$ cat src/rtl/cluster_frame_sequencer.sv
// Frames hit-map rows between HEAD/TRAIL words for the cluster counter,
// samples the counter's nturn at a fixed latency and publishes one result per event.
module cluster_frame_sequencer #(
    parameter int MAPSIZE    = 38,
    parameter int MAX_ROWS   = 16,
    parameter int RESULT_LAT = 4,
    parameter int GAP        = 2
) (
    input  logic               clk_i,
    input  logic               reset_i,
    input  logic               row_valid_i,
    input  logic [MAPSIZE:0]   row_data_i,
    input  logic               row_last_i,
    output logic               row_ready_o,
    output logic [MAPSIZE:0]   cc_array_o,
    input  logic [5:0]         cc_nturn_i,
    output logic               result_valid_o,
    output logic [5:0]         result_nturn_o,
    output logic [7:0]         result_nrows_o,
    output logic               result_overflow_o,
    output logic               result_gap_o,
    output logic               result_alias_o,
    output logic               busy_o
);

    // state   | meaning
    // IDLE    | waiting for a row to start an event
    // HEAD    | load HEAD word onto the counter input
    // ROWS    | forwarding rows, bubbles on stalls
    // TRAIL   | load TRAIL word
    // WAIT    | counting down to the nturn sample edge
    // PUBLISH | result_valid pulse
    // DRAIN   | discarding rows of a truncated event up to row_last
    // GAP     | quiet cycles before the next event
    localparam logic [2:0] S_IDLE    = 3'd0;
    localparam logic [2:0] S_HEAD    = 3'd1;
    localparam logic [2:0] S_ROWS    = 3'd2;
    localparam logic [2:0] S_TRAIL   = 3'd3;
    localparam logic [2:0] S_WAIT    = 3'd4;
    localparam logic [2:0] S_PUBLISH = 3'd5;
    localparam logic [2:0] S_DRAIN   = 3'd6;
    localparam logic [2:0] S_GAP     = 3'd7;

    function automatic logic [MAPSIZE:0] alt_word(input logic odd);
        logic [MAPSIZE:0] w;
        for (int i = 0; i <= MAPSIZE; i++) w[i] = (i[0] == odd);
        return w;
    endfunction

    localparam logic [MAPSIZE:0] HEAD_W = alt_word(1'b0);
    localparam logic [MAPSIZE:0] TRAIL_W = alt_word(1'b1);
    localparam logic [MAPSIZE:0] BIT0_W = {{MAPSIZE{1'b0}}, 1'b1};
    localparam logic [7:0] MAX_N  = 8'(MAX_ROWS);
    localparam logic [7:0] LAT_M1 = 8'(RESULT_LAT - 1);
    localparam logic [7:0] GAP_M1 = 8'(GAP - 1);

    logic [2:0]       state_q, state_d;
    logic [MAPSIZE:0] cc_q, cc_d;
    logic [7:0]       nrows_q, nrows_d;
    logic [7:0]       cnt_q, cnt_d;
    logic             ovf_q, ovf_d, gap_q, gap_d, alias_q, alias_d, pend_q, pend_d;
    logic [5:0]       res_nturn_q, res_nturn_d;
    logic [7:0]       res_nrows_q, res_nrows_d;
    logic             res_ovf_q, res_ovf_d, res_gap_q, res_gap_d, res_alias_q, res_alias_d;

    // Next-state and datapath decode for the framing sequence.
    always_comb begin
        state_d     = state_q;
        cc_d        = '0;
        nrows_d     = nrows_q;
        cnt_d       = cnt_q;
        ovf_d       = ovf_q;
        gap_d       = gap_q;
        alias_d     = alias_q;
        pend_d      = pend_q;
        res_nturn_d = res_nturn_q;
        res_nrows_d = res_nrows_q;
        res_ovf_d   = res_ovf_q;
        res_gap_d   = res_gap_q;
        res_alias_d = res_alias_q;
        case (state_q)
            S_IDLE: begin
                if (row_valid_i) begin
                    state_d = S_HEAD;
                    nrows_d = '0;
                    ovf_d   = 1'b0;
                    gap_d   = 1'b0;
                    alias_d = 1'b0;
                    pend_d  = 1'b0;
                end
            end
            S_HEAD: begin
                cc_d    = HEAD_W;
                state_d = S_ROWS;
            end
            S_ROWS: begin
                if (row_valid_i) begin
                    // A row matching a framing word would confuse the counter.
                    if (row_data_i == HEAD_W || row_data_i == TRAIL_W) begin
                        cc_d    = row_data_i ^ BIT0_W;
                        alias_d = 1'b1;
                    end else begin
                        cc_d = row_data_i;
                    end
                    if (nrows_q != MAX_N) nrows_d = nrows_q + 8'd1;
                    if (row_last_i) begin
                        state_d = S_TRAIL;
                    end else if (nrows_q + 8'd1 >= MAX_N) begin
                        state_d = S_TRAIL;
                        ovf_d   = 1'b1;
                        pend_d  = 1'b1;
                    end
                end else begin
                    gap_d = 1'b1;
                end
            end
            S_TRAIL: begin
                cc_d    = TRAIL_W;
                cnt_d   = LAT_M1;
                state_d = S_WAIT;
            end
            S_WAIT: begin
                if (cnt_q == 8'd0) begin
                    res_nturn_d = cc_nturn_i;
                    res_nrows_d = nrows_q;
                    res_ovf_d   = ovf_q;
                    res_gap_d   = gap_q;
                    res_alias_d = alias_q;
                    state_d     = S_PUBLISH;
                end else begin
                    cnt_d = cnt_q - 8'd1;
                end
            end
            S_PUBLISH: begin
                cnt_d   = GAP_M1;
                state_d = pend_q ? S_DRAIN : S_GAP;
            end
            S_DRAIN: begin
                if (row_valid_i && row_last_i) begin
                    cnt_d   = GAP_M1;
                    state_d = S_GAP;
                end
            end
            S_GAP: begin
                if (cnt_q == 8'd0) state_d = S_IDLE;
                else cnt_d = cnt_q - 8'd1;
            end
            default: state_d = S_IDLE;
        endcase
    end

    // State, counters and result registers; reset abandons any event in flight.
    always_ff @(posedge clk_i or posedge reset_i) begin
        if (reset_i) begin
            state_q     <= S_IDLE;
            cc_q        <= '0;
            nrows_q     <= '0;
            cnt_q       <= '0;
            ovf_q       <= 1'b0;
            gap_q       <= 1'b0;
            alias_q     <= 1'b0;
            pend_q      <= 1'b0;
            res_nturn_q <= '0;
            res_nrows_q <= '0;
            res_ovf_q   <= 1'b0;
            res_gap_q   <= 1'b0;
            res_alias_q <= 1'b0;
        end else begin
            state_q     <= state_d;
            cc_q        <= cc_d;
            nrows_q     <= nrows_d;
            cnt_q       <= cnt_d;
            ovf_q       <= ovf_d;
            gap_q       <= gap_d;
            alias_q     <= alias_d;
            pend_q      <= pend_d;
            res_nturn_q <= res_nturn_d;
            res_nrows_q <= res_nrows_d;
            res_ovf_q   <= res_ovf_d;
            res_gap_q   <= res_gap_d;
            res_alias_q <= res_alias_d;
        end
    end

    assign row_ready_o       = (state_q == S_ROWS) || (state_q == S_DRAIN);
    assign busy_o            = (state_q != S_IDLE);
    assign result_valid_o    = (state_q == S_PUBLISH);
    assign cc_array_o        = cc_q;
    assign result_nturn_o    = res_nturn_q;
    assign result_nrows_o    = res_nrows_q;
    assign result_overflow_o = res_ovf_q;
    assign result_gap_o      = res_gap_q;
    assign result_alias_o    = res_alias_q;

endmodule

$ cat config.mk
export PLATFORM = sky130hd
export DESIGN_NAME = cluster_frame_sequencer
export DESIGN_NICKNAME = d
export VERILOG_FILES = /design/src/rtl/cluster_frame_sequencer.sv
export SDC_FILE = /design/constraint.sdc
export NUM_CORES = 1
export LEC_CHECK = 0
export BUFFER_PORTS_ARGS = -buffer_cell sky130_fd_sc_hd__buf_2
export CAP_MARGIN = 15
export CELL_PAD_IN_SITES_DETAIL_PLACEMENT = 0
export CELL_PAD_IN_SITES_GLOBAL_PLACEMENT = 1
export CORE_ASPECT_RATIO = 1.2
export CORE_MARGIN = 2
export CORE_UTILIZATION = 39
export DETAILED_ROUTE_END_ITERATION = 6
export GPL_TIMING_DRIVEN = 1
export HOLD_SLACK_MARGIN = 0.03
export PLACE_DENSITY = 0.77
export SLEW_MARGIN = 15
export SYNTH_ARGS = -nofsm -noshare
export SYNTH_HDL_FRONTEND = slang
export SYNTH_SLANG_ARGS = --single-unit
$ cat constraint.sdc
create_clock -name clk_i -period 2.7 [get_ports clk_i]
set_input_delay 0.54 -clock clk_i [delete_from_list [all_inputs] [get_ports clk_i]]
set_output_delay 0.54 -clock clk_i [all_outputs]
set_load 0.05 [all_outputs]
-- Yosys cells after proc, flatten, opt, wreduce, memory -nomap -nowiden
Index checks and enable logic that the tools add are counted.
- muxes and demuxes: 29
- reduce and logical (&&, ||, !) cells: 16
- order comparisons: 1
- eq/ne operators: 22
- bitwise gates (word level): 1
- add/subtract/negate cells: 2
- operator list (operator ; count):
    $pmux W39 S3 ; 1
    $mux W8 ; 5
    $eq A39 B38 Y1 const B ; 1
    $eq A39 B39 Y1 const B ; 1
    $mux W39 ; 1
    $pmux W8 S4 ; 1
    $pmux W3 S8 ; 1
    $ne A2 B2 Y1 const B ; 11
    $mux W3 ; 7
    $pmux W8 S2 ; 1
    $eq A3 B3 Y1 const B ; 4
    $mux W1 ; 9
    $add A8 B1 Y8 const B ; 1
    $ge A8 B5 Y1 const B ; 1
    $logic_not A8 Y1 ; 1
    $ne A8 B5 Y1 const B ; 1
    $reduce_and A4 Y1 ; 2
    $sub A8 B1 Y8 const B ; 1
    $eq A3 B2 Y1 const B ; 2
    $pmux W1 S2 ; 3
    $reduce_and A3 Y1 ; 2
    $reduce_and A6 Y1 ; 1
    $reduce_and A5 Y1 ; 1
    $reduce_bool A4 Y1 ; 1
    10 further kinds ; 11
- word-level logic and storage cells: 83
- output and inout bits: 59
- input port bits: 49
- flip-flop bits (word level): 78

-- Longest topological paths before layout
- depth in word-level cells: 6
- gate-level depth with buffers: 9
- gate-level depth less buffers: 7

-- Least setup slack after synthesis
Ideal clock, no wire load.
- path kind: register to register
- start point: register state_q[1]
- end point: register cnt_q[3]
- arrival: 1.793 ns
- period minus slack after synthesis: 1.926 ns
- required time: 2.567 ns
- buffers on the path: 1
- setup slack: 0.774 ns
- stages on the path, launching flop included: 7
- setup time: 0.133 ns
- cells stage by stage: dfrtp_1 > nor2b_1 > clkbuf_1 > a21oi_1 > nand2_1 > mux2i_1 > o21ai_0
- longest elaborated chain between the ends: 4
- elaborated cells on any way between the ends: 11
- classes of those cells: 7 x eq/ne; 1 x mux; 3 x reduce/logical
- RTL lines (element ; RTL line ; text):
    from (decl) ; 57 ; logic [2:0] state_q, state_d;
    from (signal assigned) ; 169 ; state_q <= state_d;
    $eq A3 B3 Y1 ; 81 ; case (state_q)
    $reduce_or A2 Y1 (no line) ; - ;
    $ne A2 B2 Y1 (no line) or $reduce_bool A4 Y1 (tied branches) ; - ;
    $reduce_and A3 Y1 (no line) ; - ;
    to (signal assigned) ; 172 ; cnt_q <= cnt_d;
    to (decl) ; 60 ; logic [7:0] cnt_q, cnt_d;
Several ways; a longest one is shown, not always the timed one.
A chain may end at the register's enable or synchronous reset.

-- Worst setup path in the final report
- start point: register state_q[1]
- end point: output port row_ready_o
- longest elaborated chain between the ends: 2
- elaborated cells on any way between the ends: 3
- classes of those cells: 2 x eq/ne; 1 x reduce/logical
- RTL lines (element ; RTL line ; text):
    $eq A3 B2 Y1 or $eq A3 B3 Y1 (tied branches) ; 185 ; assign row_ready_o = (state_q == S_ROWS) || (state_q == S_DRAIN);
    $logic_or A1 B1 Y1 * ; 185 ;
    to (decl) ; 14 ; output logic row_ready_o,
Every way passes the cells marked *; elsewhere a longest branch is shown, timed or not.

==> impl_metrics.ini <==
[yosys]
synth.cell_area_um2 = 3670
synthCells = 359
synth_area_leaders = dfrtp_1 53%, nand2_1 8.4%, mux2_4 4.9%, a21oi_1 3.8%, nor4bb_1 2.2%
ys_top_cells_by_count = 82 x nand2_1, 78 x dfrtp_1, 28 x a21oi_1
synth_seq_cells = 78
synth_flop_cell = dfrtp_1
synth-edff-count = 0
ys_types = 54
syn-mean-instance-area_um2 = 10.2
yosys_warnings = 0
synth_nets = 412
synth_top_cell_by_area = dfrtp_1
synthArstFlopShare_pct = 100
synth_most_common_cell = nand2_1
synth_top_area_share_pct = 53.2
yosysSeqAreaShare_pct = 53.2

[die]
die_w_um = 92.6
start_util_pct = 40.4
die_h_um = 110
placementRows = 38
core_um2 = 9080
io_pins = 108
fp.dieArea_um2 = 10200

[grt]
grt_max_degree = 40
gr-usage-all-layers_pct = 18.2
overflow = 0
antenna_found_initial = 0
grt_pass1_wl_mm = 14.3
grt_pass1_vias = 2996

[routing]
num_vias = 2983
drc = 0
ant_nets = 0
drt-initial-drc-count = 83
avgViaCountPerCell = 5.08
routed_wl_mm = 8.69
avgRoutedWirePerCell_um = 14.8
first_pass_iters = 4

[worst_setup_path]
critPathSlowestCell = dfrtp_1
cp_top_family = flip-flops
critPathKind = flip-flop to output pin
critPathMaxStageDelay_ps = 630
cp.required_ps = 2160
critPathBufInv = 1
path_cells = nor2b_1 > buf_2
start_kind = flip-flop
path_max_fanout = 14
worstPathArrival_ps = 1930
worstSetupPathDepth = 2
cp-end-kind = output pin
rr_worst_depth = 6

[clock_tree]
htreeDepth = 3
cts_buffer_depth = 2
post-cts-setup-buffer-count = 0
postCtsResizedCells = 0
clock_sinks = 78
clk_latency_ps = 360
cts-root-buf = clkbuf_8
clk_pin_slew_ps = 90
holdBufCountCts = 0
cts_made_buffers = 9
tritoncts = done

[power]
comb_power_share_pct = 42.0
p_seq_share_pct = 37.6
switching_share_pct = 44.8
cellPowerDensity_nw_per_um2 = 984
clockPowerShare_pct = 20.4
total_power_mw = 4.44
p_sw_mw = 1.99
internal-power_mw = 2.45
power.leakage_nw = 2.34
vdd_drop_max_v = 0.000401

[cells_and_area]
final_cells = 587
nets = 515
final_cell_area_um2 = 4510
drive_above_1_share_pct = 32.3
antenna_cells = 0
synthToLayoutAreaGrowth_pct = 22.9

[sta]
worstMarginPinSlew_ps = 727
layout_setup_ws_ps = 229
period_share_pct = 91.5
fin_crit_ps = 2470
rsz0062_at_grt = false
fmax_mhz = 405
maxSlewViolCount = 0
skew_ps = 6.26
setup_violations = 0
hold_viol = 0
slew_headroom_pct = 51.5
setup_tns_ps = 0

[placed_design]
place_hpwl_mm = 6.30
dp.cells = 571
gp_congestion = 0.840
io_buffers = 107
dpl_worst_slack_ps = 562
placed_cell_area_um2 = 4310

[job]
drv_cap = 0

[outcome]
outcome = complete, no violations

[worst_hold_path]
hold_path_class = primary input to asynchronous set/reset pin
-- area by class of cell --
| type | count | area [um^2] |
|---|---|---|
| Clock inverter | 7 | 81.3 |
| Tap cell | 120 | 150 |
| Inverter | 11 | 41.3 |
| Multi-Input combinational cell | 250 | 1570 |
| Timing Repair Buffer | 112 | 598 |
| Clock buffer | 9 | 124 |
| Fill cell | 873 | 4570 |
| Sequential cell | 78 | 1950 |
-- final timing paths --
path	from	endpoint	slack (ps)
max in group asynchronous	reset_i	cc_array_o[10]	1840
min	reset_i	cc_array_o[33]	190
max reg2reg	cnt_q[0]	result_nturn_o[1]	560
min reg2reg	result_overflow_o	result_overflow_o	490
max	state_q[1]	row_ready_o	230
min in group clk_i	row_data_i[33]	cc_array_o[33]	390
-- registers in the layout (all words and copies together), names as in the netlist --
| name | flops |
|---|---|
| result_nturn_o | 6 |
| alias_q | 1 |
| result_gap_o | 1 |
| pend_q | 1 |
| nrows_q | 8 |
| result_overflow_o | 1 |
| cc_array_o | 39 |
| state_q | 3 |
| result_nrows_o | 8 |
| result_alias_o | 1 |
| cnt_q | 8 |
| gap_q | 1 |
-- cell usage in the layout (no fill, tap or decap), types with 2 or more instances in the layout --
cell,instances
nor3b_1,4
nand3b_1,2
nor4_1,3
o21ai_0,16
nor2b_1,3
nand2b_1,3
or3_1,3
nand2_1,82
a21oi_1,28
ha_1,4
mux2_4,12
nor4b_1,3
xor2_1,5
buf_2,107
and3_1,3
and4_1,2
o21a_1,2
and2_1,3
nand3_1,6
nand4b_1,3
clkbuf_8,9
nor4bb_1,8
nor2_1,15
o31ai_1,3
mux2i_1,2
buf_12,2
buf_4,3
nand4_1,8
clkinvlp_4,3
inv_1,10
dfrtp_1,78
nor3_1,3
-- cell families after synthesis --
logic type	synth area share [%]
buf+inv	4.22
flops	53.2
fa+ha+maj	1.36
compound gates	10.6
simple gates	23.7
xor+xnor	1.19
mux	5.76
-- per-stage QoR --
stage,utilization (%),hold WS (ps)
after global placement,47.5,465
after CTS,49.7,187
after global routing,49.7,219
final,49.7,189
after floorplan,-,463
after detailed placement,47.5,473
-- per-layer routing --
metal,share of wire (%),wire [um],vias to the layer above,global-route usage (%)
li1,-,-,1448,-
met1,43,3760,1424,21.7
met2,47,4100,97,30.0
met3,7.8,674,14,6.93
met4,1.9,163,0,6.72
met5,0,0,-,0
-- power groups by stage --
| stage | logic, mW | registers [mW] | clock network, mW |
|---|---|---|---|
| final | 1.86 | 1.67 | 0.907 |
| after global routing | 2.04 | 1.71 | 0.983 |
| after CTS | 1.88 | 1.67 | 0.937 |
| after detailed placement | 1.88 | 1.69 | 0 |
| after global placement | 1.85 | 1.68 | 0 |
| after floorplan | 1.04 | 2.11 | 0 |
No activity file was read; power rests on OpenSTA's default activity.
